--- src/rtl/bin2bcd_seq_pkg.sv ---
// Shared types and constants for the sequential binary-to-BCD converter.
// Holds the FSM state set, the double-dabble adjust constants and a width helper.
package bcd_pkg;

  typedef enum logic [1:0] {
    IDLE  = 2'd0,
    SHIFT = 2'd1,
    DONE  = 2'd2
  } state_e;

  localparam logic [3:0] BCD_ADJ_THRESH = 4'd5;
  localparam logic [3:0] BCD_ADJ_ADD    = 4'd3;

  // ceil(w * log10(2)) using log10(2) ~= 0.30103
  function automatic int digits_for_width(input int w);
    return (w * 30103 + 99999) / 100000;
  endfunction

endpackage

--- src/rtl/bin2bcd_seq_if.sv ---
// Handshake bundle between a binary producer and the BCD converter.
// The producer side uses the master modport, the converter uses slave.
interface bin2bcd_seq_if #(
  parameter int WIDTH  = 8,
  parameter int DIGITS = 3
);
  localparam int NW = $clog2(DIGITS + 1);

  logic                  in_valid;
  logic                  in_ready;
  logic [WIDTH-1:0]      in_bin;
  logic                  out_valid;
  logic                  out_ready;
  logic [4*DIGITS-1:0]   out_bcd;
  logic [NW-1:0]         out_ndigits;
  logic                  out_ovf;

  modport master (
    output in_valid, in_bin, out_ready,
    input  in_ready, out_valid, out_bcd, out_ndigits, out_ovf
  );

  modport slave (
    input  in_valid, in_bin, out_ready,
    output in_ready, out_valid, out_bcd, out_ndigits, out_ovf
  );

endinterface

--- src/rtl/bin2bcd_seq_step.sv ---
// One double-dabble iteration: add-3 adjust on every digit, then shift in one bit.
// The bit falling off the top digit is reported as carry.
module bcd_dabble_step
  import bcd_pkg::*;
#(
  parameter int DIGITS = 3
) (
  input  logic [4*DIGITS-1:0] bcd_in,
  input  logic                bit_in,
  output logic [4*DIGITS-1:0] bcd_out,
  output logic                carry
);

  logic [4*DIGITS-1:0] adj;

  // Digits are adjusted independently; the add never carries into the next digit
  always_comb begin
    adj = bcd_in;
    for (int k = 0; k < DIGITS; k++) begin
      if (bcd_in[4*k +: 4] >= BCD_ADJ_THRESH)
        adj[4*k +: 4] = bcd_in[4*k +: 4] + BCD_ADJ_ADD;
    end
  end

  assign {carry, bcd_out} = {adj, bit_in};

endmodule

--- src/rtl/bin2bcd_seq.sv ---
// Sequential binary-to-BCD converter, one shift-and-add-3 iteration per clock.
// Returns DIGITS digits, a significant-digit count and an overflow flag.
module bin2bcd_seq
  import bcd_pkg::*;
#(
  parameter int WIDTH  = 8,
  parameter int DIGITS = 3
) (
  input  logic          clk,
  input  logic          rst,
  bin2bcd_seq_if.slave  bus
);

  localparam int CW = $clog2(WIDTH + 1);
  localparam int NW = $clog2(DIGITS + 1);

  localparam logic [1:0] ST_IDLE  = IDLE;
  localparam logic [1:0] ST_SHIFT = SHIFT;
  localparam logic [1:0] ST_DONE  = DONE;

  generate
    if (WIDTH < 1 || DIGITS < 1 || digits_for_width(WIDTH) < 1) begin : g_bad_params
      $error("bin2bcd_seq: WIDTH and DIGITS must both be >= 1");
    end
  endgenerate

  logic [1:0]          state;
  logic [CW-1:0]       cnt;
  logic [WIDTH-1:0]    bin_sr;
  logic [4*DIGITS-1:0] bcd_sr;
  logic                ovf_sr;
  logic [4*DIGITS-1:0] bcd_q;
  logic [NW-1:0]       nd_q;
  logic                ovf_q;

  logic [4*DIGITS-1:0] step_bcd;
  logic                step_carry;
  logic [NW-1:0]       step_nd;

  bcd_dabble_step #(.DIGITS(DIGITS)) u_step (
    .bcd_in  (bcd_sr),
    .bit_in  (bin_sr[WIDTH-1]),
    .bcd_out (step_bcd),
    .carry   (step_carry)
  );

  // Digit count of the value about to be registered; zero still shows one digit
  always_comb begin
    step_nd = NW'(1);
    for (int k = 0; k < DIGITS; k++) begin
      if (step_bcd[4*k +: 4] != 4'd0)
        step_nd = NW'(k + 1);
    end
  end

  always_ff @(posedge clk) begin
    if (rst) begin
      state  <= ST_IDLE;
      cnt    <= '0;
      bin_sr <= '0;
      bcd_sr <= '0;
      ovf_sr <= 1'b0;
      bcd_q  <= '0;
      nd_q   <= NW'(1);
      ovf_q  <= 1'b0;
    end else begin
      case (state)
        ST_IDLE: begin
          if (bus.in_valid) begin
            bin_sr <= bus.in_bin;
            bcd_sr <= '0;
            ovf_sr <= 1'b0;
            cnt    <= CW'(WIDTH);
            state  <= ST_SHIFT;
          end
        end
        ST_SHIFT: begin
          bcd_sr <= step_bcd;
          bin_sr <= bin_sr << 1;
          ovf_sr <= ovf_sr | step_carry;
          cnt    <= cnt - CW'(1);
          if (cnt == CW'(1)) begin
            bcd_q <= step_bcd;
            nd_q  <= step_nd;
            ovf_q <= ovf_sr | step_carry;
            state <= ST_DONE;
          end
        end
        ST_DONE: begin
          if (bus.out_ready)
            state <= ST_IDLE;
        end
        default: state <= ST_IDLE;
      endcase
    end
  end

  assign bus.in_ready    = (state == ST_IDLE);
  assign bus.out_valid   = (state == ST_DONE);
  assign bus.out_bcd     = bcd_q;
  assign bus.out_ndigits = nd_q;
  assign bus.out_ovf     = ovf_q;

endmodule

--- src/flat_wrapper.sv ---
// flat-port wrapper written by rule: the top's interface ports become plain ports
module bin2bcd_seq_flat import bcd_pkg::*;
#(
  parameter int WIDTH  = 8,
  parameter int DIGITS = 3
)
  (clk, rst, bus_in_valid, bus_in_bin, bus_out_ready, bus_in_ready, bus_out_valid, bus_out_bcd, bus_out_ndigits, bus_out_ovf);
  bin2bcd_seq_if #(.WIDTH(WIDTH), .DIGITS(DIGITS)) bus_i ();
  input  logic clk;
  input  logic rst;
  input wire logic [$bits(bus_i.in_valid)-1:0] bus_in_valid;
  input wire logic [$bits(bus_i.in_bin)-1:0] bus_in_bin;
  input wire logic [$bits(bus_i.out_ready)-1:0] bus_out_ready;
  output wire logic [$bits(bus_i.in_ready)-1:0] bus_in_ready;
  output wire logic [$bits(bus_i.out_valid)-1:0] bus_out_valid;
  output wire logic [$bits(bus_i.out_bcd)-1:0] bus_out_bcd;
  output wire logic [$bits(bus_i.out_ndigits)-1:0] bus_out_ndigits;
  output wire logic [$bits(bus_i.out_ovf)-1:0] bus_out_ovf;
  assign bus_i.in_valid = bus_in_valid;
  assign bus_i.in_bin = bus_in_bin;
  assign bus_i.out_ready = bus_out_ready;
  assign bus_in_ready = bus_i.in_ready;
  assign bus_out_valid = bus_i.out_valid;
  assign bus_out_bcd = bus_i.out_bcd;
  assign bus_out_ndigits = bus_i.out_ndigits;
  assign bus_out_ovf = bus_i.out_ovf;
  bin2bcd_seq #(.WIDTH(WIDTH), .DIGITS(DIGITS)) u_core (.clk(clk), .rst(rst), .bus(bus_i));
endmodule
--- config.mk ---
export PLATFORM = sky130hd
export DESIGN_NAME = bin2bcd_seq_flat
export DESIGN_NICKNAME = d
export VERILOG_FILES = /design/src/rtl/bin2bcd_seq_pkg.sv /design/src/rtl/bin2bcd_seq_if.sv /design/src/rtl/bin2bcd_seq_step.sv /design/src/rtl/bin2bcd_seq.sv /design/src/flat_wrapper.sv
export SDC_FILE = /design/constraint.sdc
export NUM_CORES = 1
export LEC_CHECK = 0
export ABC_CLOCK_PERIOD_IN_PS = 2450
export BUFFER_PORTS_ARGS = -buffer_cell sky130_fd_sc_hd__buf_2
export CORE_UTILIZATION = 59
export CTS_BUF_LIST = sky130_fd_sc_hd__clkbuf_2
export CTS_CLUSTER_SIZE = 30
export DETAILED_ROUTE_END_ITERATION = 8
export GPL_TIMING_DRIVEN = 0
export PLACE_DENSITY = 0.82
export SLEW_MARGIN = 25
export SYNTH_ARGS = -nofsm -noshare
export SYNTH_HDL_FRONTEND = slang
export SYNTH_HIERARCHICAL = 1
export SYNTH_SLANG_ARGS = --single-unit
export TNS_END_PERCENT = 10
--- constraint.sdc ---
create_clock -name clk -period 2.45 [get_ports clk]
set_input_delay 0.735 -clock clk [delete_from_list [all_inputs] [get_ports clk]]
set_output_delay 0.735 -clock clk [all_outputs]
set_load 0.01 [all_outputs]
* Word-level counts from Yosys, hierarchy flattened
Index checks and enable logic that the tools add are counted.
** Operators by class
- Add/sub/neg operators :: 4
- Order comparisons :: 3
- Eq/ne operators :: 6
- Mux-type cells :: 17
- Bitwise gates (word level) :: 1
- Reduce and logical (&&, ||, !) cells :: 7
** Operators with widths (count)
- $pmux W12 S2 :: 1
- $mux W4 :: 4
- $pmux W8 S2 :: 1
- $add A4 B2 Y4 const B :: 3
- $ge A4 B3 Y1 const B :: 3
- $mux W12 :: 1
- $mux W2 :: 5
- $mux W8 :: 1
- $pmux W4 S2 :: 1
- $reduce_bool A4 Y1 :: 2
- $pmux W2 S3 :: 1
- $eq A4 B1 Y1 const B :: 1
- $ne A2 B2 Y1 const B :: 2
- $reduce_and A2 Y1 :: 2
- $sub A4 B1 Y4 const B :: 1
- $reduce_and A3 Y1 :: 1
- $eq A2 B1 Y1 const B :: 1
- $eq A2 B2 Y1 const B :: 1
- $logic_not A2 Y1 :: 1
- $ne A2 B1 Y1 const B :: 1
- $pmux W1 S2 :: 1
- $reduce_bool A2 Y1 :: 1
- $mux W1 :: 1
- $or A1 B1 Y1 :: 1
** Word-level totals
- Register bits after elaboration :: 42
- Input bits :: 12
- Output and inout port bits :: 17
- Logic and storage cells :: 46

* Depth between registers and ports, before layout
- Depth after elaboration :: 5
- Gate-level depth with buffers :: 8
- Depth with buffers taken out :: 8

* Modules after synthesis
The synthesis kept the hierarchy.
** By module, submodules not included
- bin2bcd_seq :: times used 1, cells each 196, area each 1722.9 um2
- bcd_dabble_step :: times used 1, cells each 49, area each 311.5 um2

* Worst setup path after synthesis
No wires, ideal clock.
- Path kind :: register to register
- Start point :: reg u_core.bcd_sr[9]
- End point :: reg u_core.nd_q[0], in the netlist u_core/bus.out_ndigits[0]
- Library setup time :: 0.127 ns
- Arrival :: 1.590 ns
- Required time :: 2.323 ns
- Path slack :: 0.733 ns
- Stages on the path, launching flop included :: 9
- Period minus slack after synthesis :: 1.717 ns
- Path through :: dfxtp_1 > inv_1 > ha_1 > nand2b_1 > a21oi_2 > xnor2_1 > nor4_1 > nor4b_1 > o21ai_0
** On the way
- Longest elaborated chain between the ends :: 4
- Elaborated cells on any way between the ends :: 5
- Classes of those cells :: add/sub (1); order compare (1); mux (2); reduce/logical (1)
** Ends and longest elaborated chain
- start: declaration :: line bin2bcd_seq.sv:30 : logic [4*DIGITS-1:0] bcd_sr;
- start signal: assignment :: line bin2bcd_seq.sv:78 : bcd_sr <= step_bcd;
- $ge A4 B3 Y1 :: line bin2bcd_seq_step.sv:20 : if (bcd_in[4*k +: 4] >= BCD_ADJ_THRESH)
- $mux W4 :: line bin2bcd_seq_step.sv:20
- net u_core.step_bcd[9] :: line bin2bcd_seq.sv:36 : logic [4*DIGITS-1:0] step_bcd;
- $reduce_bool A4 Y1 :: line bin2bcd_seq.sv:51 : if (step_bcd[4*k +: 4] != 4'd0)
- $mux W2 :: line bin2bcd_seq.sv:51
- end signal: assignment :: line bin2bcd_seq.sv:84 : nd_q <= step_nd;
- end: declaration :: line bin2bcd_seq.sv:33 : logic [NW-1:0] nd_q;
The timed path passes the listed nets, and every way through them passes these cells.
A chain may end at the register's enable or synchronous reset.

* Final worst setup path
- Start point :: reg u_core.state[0]
- End point :: out bus_in_ready
** On the way
- Longest elaborated chain between the ends :: 1
** Ends and longest elaborated chain
- start: declaration :: line bin2bcd_seq.sv:27 : logic [1:0] state;
- start signal: assignment :: line bin2bcd_seq.sv:58 : state <= ST_IDLE;
- start signal: assignment :: line bin2bcd_seq.sv:74 : state <= ST_SHIFT;
- start signal: assignment :: line bin2bcd_seq.sv:86 : state <= ST_DONE;
- $logic_not A2 Y1 :: line bin2bcd_seq.sv:98 : assign bus.in_ready = (state == ST_IDLE);
- end: declaration :: line flat_wrapper.sv:14 : output wire logic [$bits(bus_i.in_ready)-1:0] bus_in_ready;
Every way passes these cells.

==> impl_metrics.ini <==
[clock_tree]
cts_made_buffers = 5
worstSkewPairLatency_ps = 400
clockBufferDepth = 2
ctsResizeCount = 0
cts-root-buf = clkbuf_2
cts_setup_buffers = 0
clock_sinks = 42
postCtsHoldBufs = 0
htreeDepth = 2
cts_tree = done
path_clk_slew_ps = 210

[worst_setup_path]
rrSetupSlack_ps = 400
cp_max_fo = 10
end_kind = output port
r2r_cells = 8
startpoint_type = flop
crit_required_ps = 1710
r2r-end = u_core/bus.out_ndigits[0]
critical_path_arrival_ps = 1510
path_class = flop to output port
r2r-start = u_core/bcd_sr[9]

[hold_path]
holdPathStages = 2
hp-start = u_core/bus.out_bcd[2]
hp-class = flop to flop
min_to = u_core/bus.out_bcd[2]

[detailed_routing]
drt-initial-drc-count = 129
vias_per_cell = 5.679
drc = 0
first_pass_iters = 4
routed_wl_um = 4700
wl_per_cell_um = 14.51
via_count = 1840
drtAntennaViolNets = 0

[global_routing]
grt_pass1_vias = 1711
grt_max_degree = 13
grt_usage_pct = 28.65
antenna_found_initial = 0
grt.overflow.total = 0
grt_pass1_wl_um = 7610

[sta]
max_slew_margin_pct = 65.01
maxSlewViolCount = 0
hold_viol = 0
fin_ws_ps = 203.9
rsz0062_at_grt = no
whs_ps = 486.9
setup_viol = 0
setup_tns_ps = 0
max_freq_ghz = 0.4452
period_share_pct = 91.68
finalCriticalPeriod_ps = 2246
worstMarginPinSlew_ps = 524.9
skew_ps = 16.81

[placement]
port_buffers = 27
placed_area_um2 = 2225
place_hpwl_um = 3448
gp_congestion = 0.8455
numPlacedInstances = 316
place_worst_setup_slack_ps = 431.7

[final_layout]
final_common_cell = dfxtp_1
stdcell_count = 324
layout_common_cells = 42 x dfxtp_1, 31 x buf_2, 25 x a21oi_1, 24 x o21ai_0, 21 x nor2_1
n_antenna_cell = 0
nets = 299
syn_to_final_growth_pct = 11.13
design_area_um2 = 2261
drive_gt1_share_pct = 16.79

[power_and_ir_drop]
cellLeakagePower_nw = 0.9031
p_per_area_nw_per_um2 = 508.6
peakVddDrop_v = 0.0004019

[floorplanning]
initial_core_util_pct = 64.52
die_area_um2 = 3687
die_h_um = 60.72
die_x_um = 60.72
ios = 29
num_rows = 20
core_area_um2 = 3153

[outcome]
status = completed

[synthesis]
synth.distinct_cells = 36
syn-cell-area_um2 = 2034
ys_seq_area_share_pct = 41.33
synth_fp_nets = 265
ys_ff_latch = 42
synth.avg_cell_area_um2 = 8.304
yosysWarnings = 6
synth_cells = 245

[flow_run]
max-cap-violations = 0
-- per-layer routing --
layer  vias up  routed length [um]  track usage [%]  part of all wire, %
li1        931                   -                -                    -
met1       864                2119            36.00                   45
met2        40                2356            49.92                   50
met3         5                 179            4.051                  3.8
met4         0                  44            10.71                 0.94
met5         -                   0                0                    0
-- where the power goes --
| group | internal [W] | switching [W] | leakage, nW |
|---|---|---|---|
| Sequential | 0.000708 | 0.0000149 | 0.342 |
| Clock | 0.0000610 | 0.000213 | 0.0255 |
| Combinational | 0.0000605 | 0.0000923 | 0.536 |
| Total | 0.000830 | 0.000320 | 0.903 |
-- area by class of cell --
cell class | count | area (um2)
multi-input combinational | 175 | 1060
fill | 264 | 892.1
sequential | 42 | 840.8
timing repair buffer | 27 | 135.1
buffer | 17 | 92.59
tap | 44 | 55.05
inverter | 11 | 41.29
clock buffer | 5 | 25.02
clock inverter | 3 | 11.26
-- critical path, stage by stage (launching register included) --
cell	delay, ps
dfxtp_1	360
buf_4	160
clkbuf_1	390
nor2_1	70
buf_2	150
-- through the flow --
step | util (%) | power (W)
2_1_floorplan | - | 0.0008411
3_3_place_gp | 70.56 | 0.0008823
4_1_cts | 71.71 | 0.001156
3_5_place_dp | 70.56 | 0.0008873
6_report | 71.71 | 0.001150
5_1_grt | 71.71 | 0.001197
-- worst max path at each step --
stage                                end  slack (ps)        startpoint  cells past startpoint
2_1_floorplan  u_core/bus.out_ndigits[0]         730  u_core/bcd_sr[9]                      8
3_3_place_gp   u_core/bus.out_ndigits[0]         560  u_core/bcd_sr[9]                      8
3_5_place_dp   u_core/bus.out_ndigits[0]         430  u_core/bcd_sr[9]                      8
4_1_cts                     bus_in_ready         170   u_core/state[1]                      3
5_1_grt                     bus_in_ready          90   u_core/state[1]                      3
6_report                    bus_in_ready         200   u_core/state[0]                      4
-- registers in the layout (all words and copies together) (netlist names) --
signal and flops:
u_core/bcd_sr 12, u_core/bus.out_bcd 12, u_core/bin_sr 8, u_core/cnt 4, u_core/bus.out_ndigits 2, u_core/state 2
u_core/bus.out_ovf 1, u_core/ovf_sr 1
-- logic make-up (layout without fill, tap and decap cells) --
kind of cell    count (synthesis)  count (layout)  synth area share, %
xor+xnor                        3               3                1.292
fa+ha+maj                       8               8                4.920
mux                             3               3                1.476
buf+inv                        28              63                6.580
compound gates                 83              83                25.03
simple gates                   78              78                19.37
flops                          42              42                41.33
-- cells in the mapped netlist, drive strengths merged --
library cell / instances / area share [%]
dfxtp: 42 / 41
a21oi: 28 / 7.4
o21ai: 28 / 6.9
nor2: 21 / 3.9
nand2: 16 / 3.0
nand2b: 14 / 4.3
a22oi: 13 / 4.8
nand3: 13 / 3.2
inv: 11 / 2.0
buf: 10 / 3.2
ha: 8 / 4.9
clkbuf: 7 / 1.4
o31ai: 7 / 2.6
mux2i: 3 / 1.5
nor3: 3 / 0.74
nor4: 3 / 0.92
xnor2: 3 / 1.3
a311oi: 2 / 0.86
nor3b: 2 / 0.74
a211oi: 1 / 0.37
a31oi: 1 / 0.31
and2b: 1 / 0.37
and4bb: 1 / 0.61
nand3b: 1 / 0.37
nand4bb: 1 / 0.55
nor2b: 1 / 0.31
nor4b: 1 / 0.43
o21a: 1 / 0.37
o21ba: 1 / 0.49
o21bai: 1 / 0.92
(Power assumes the default switching activity.)
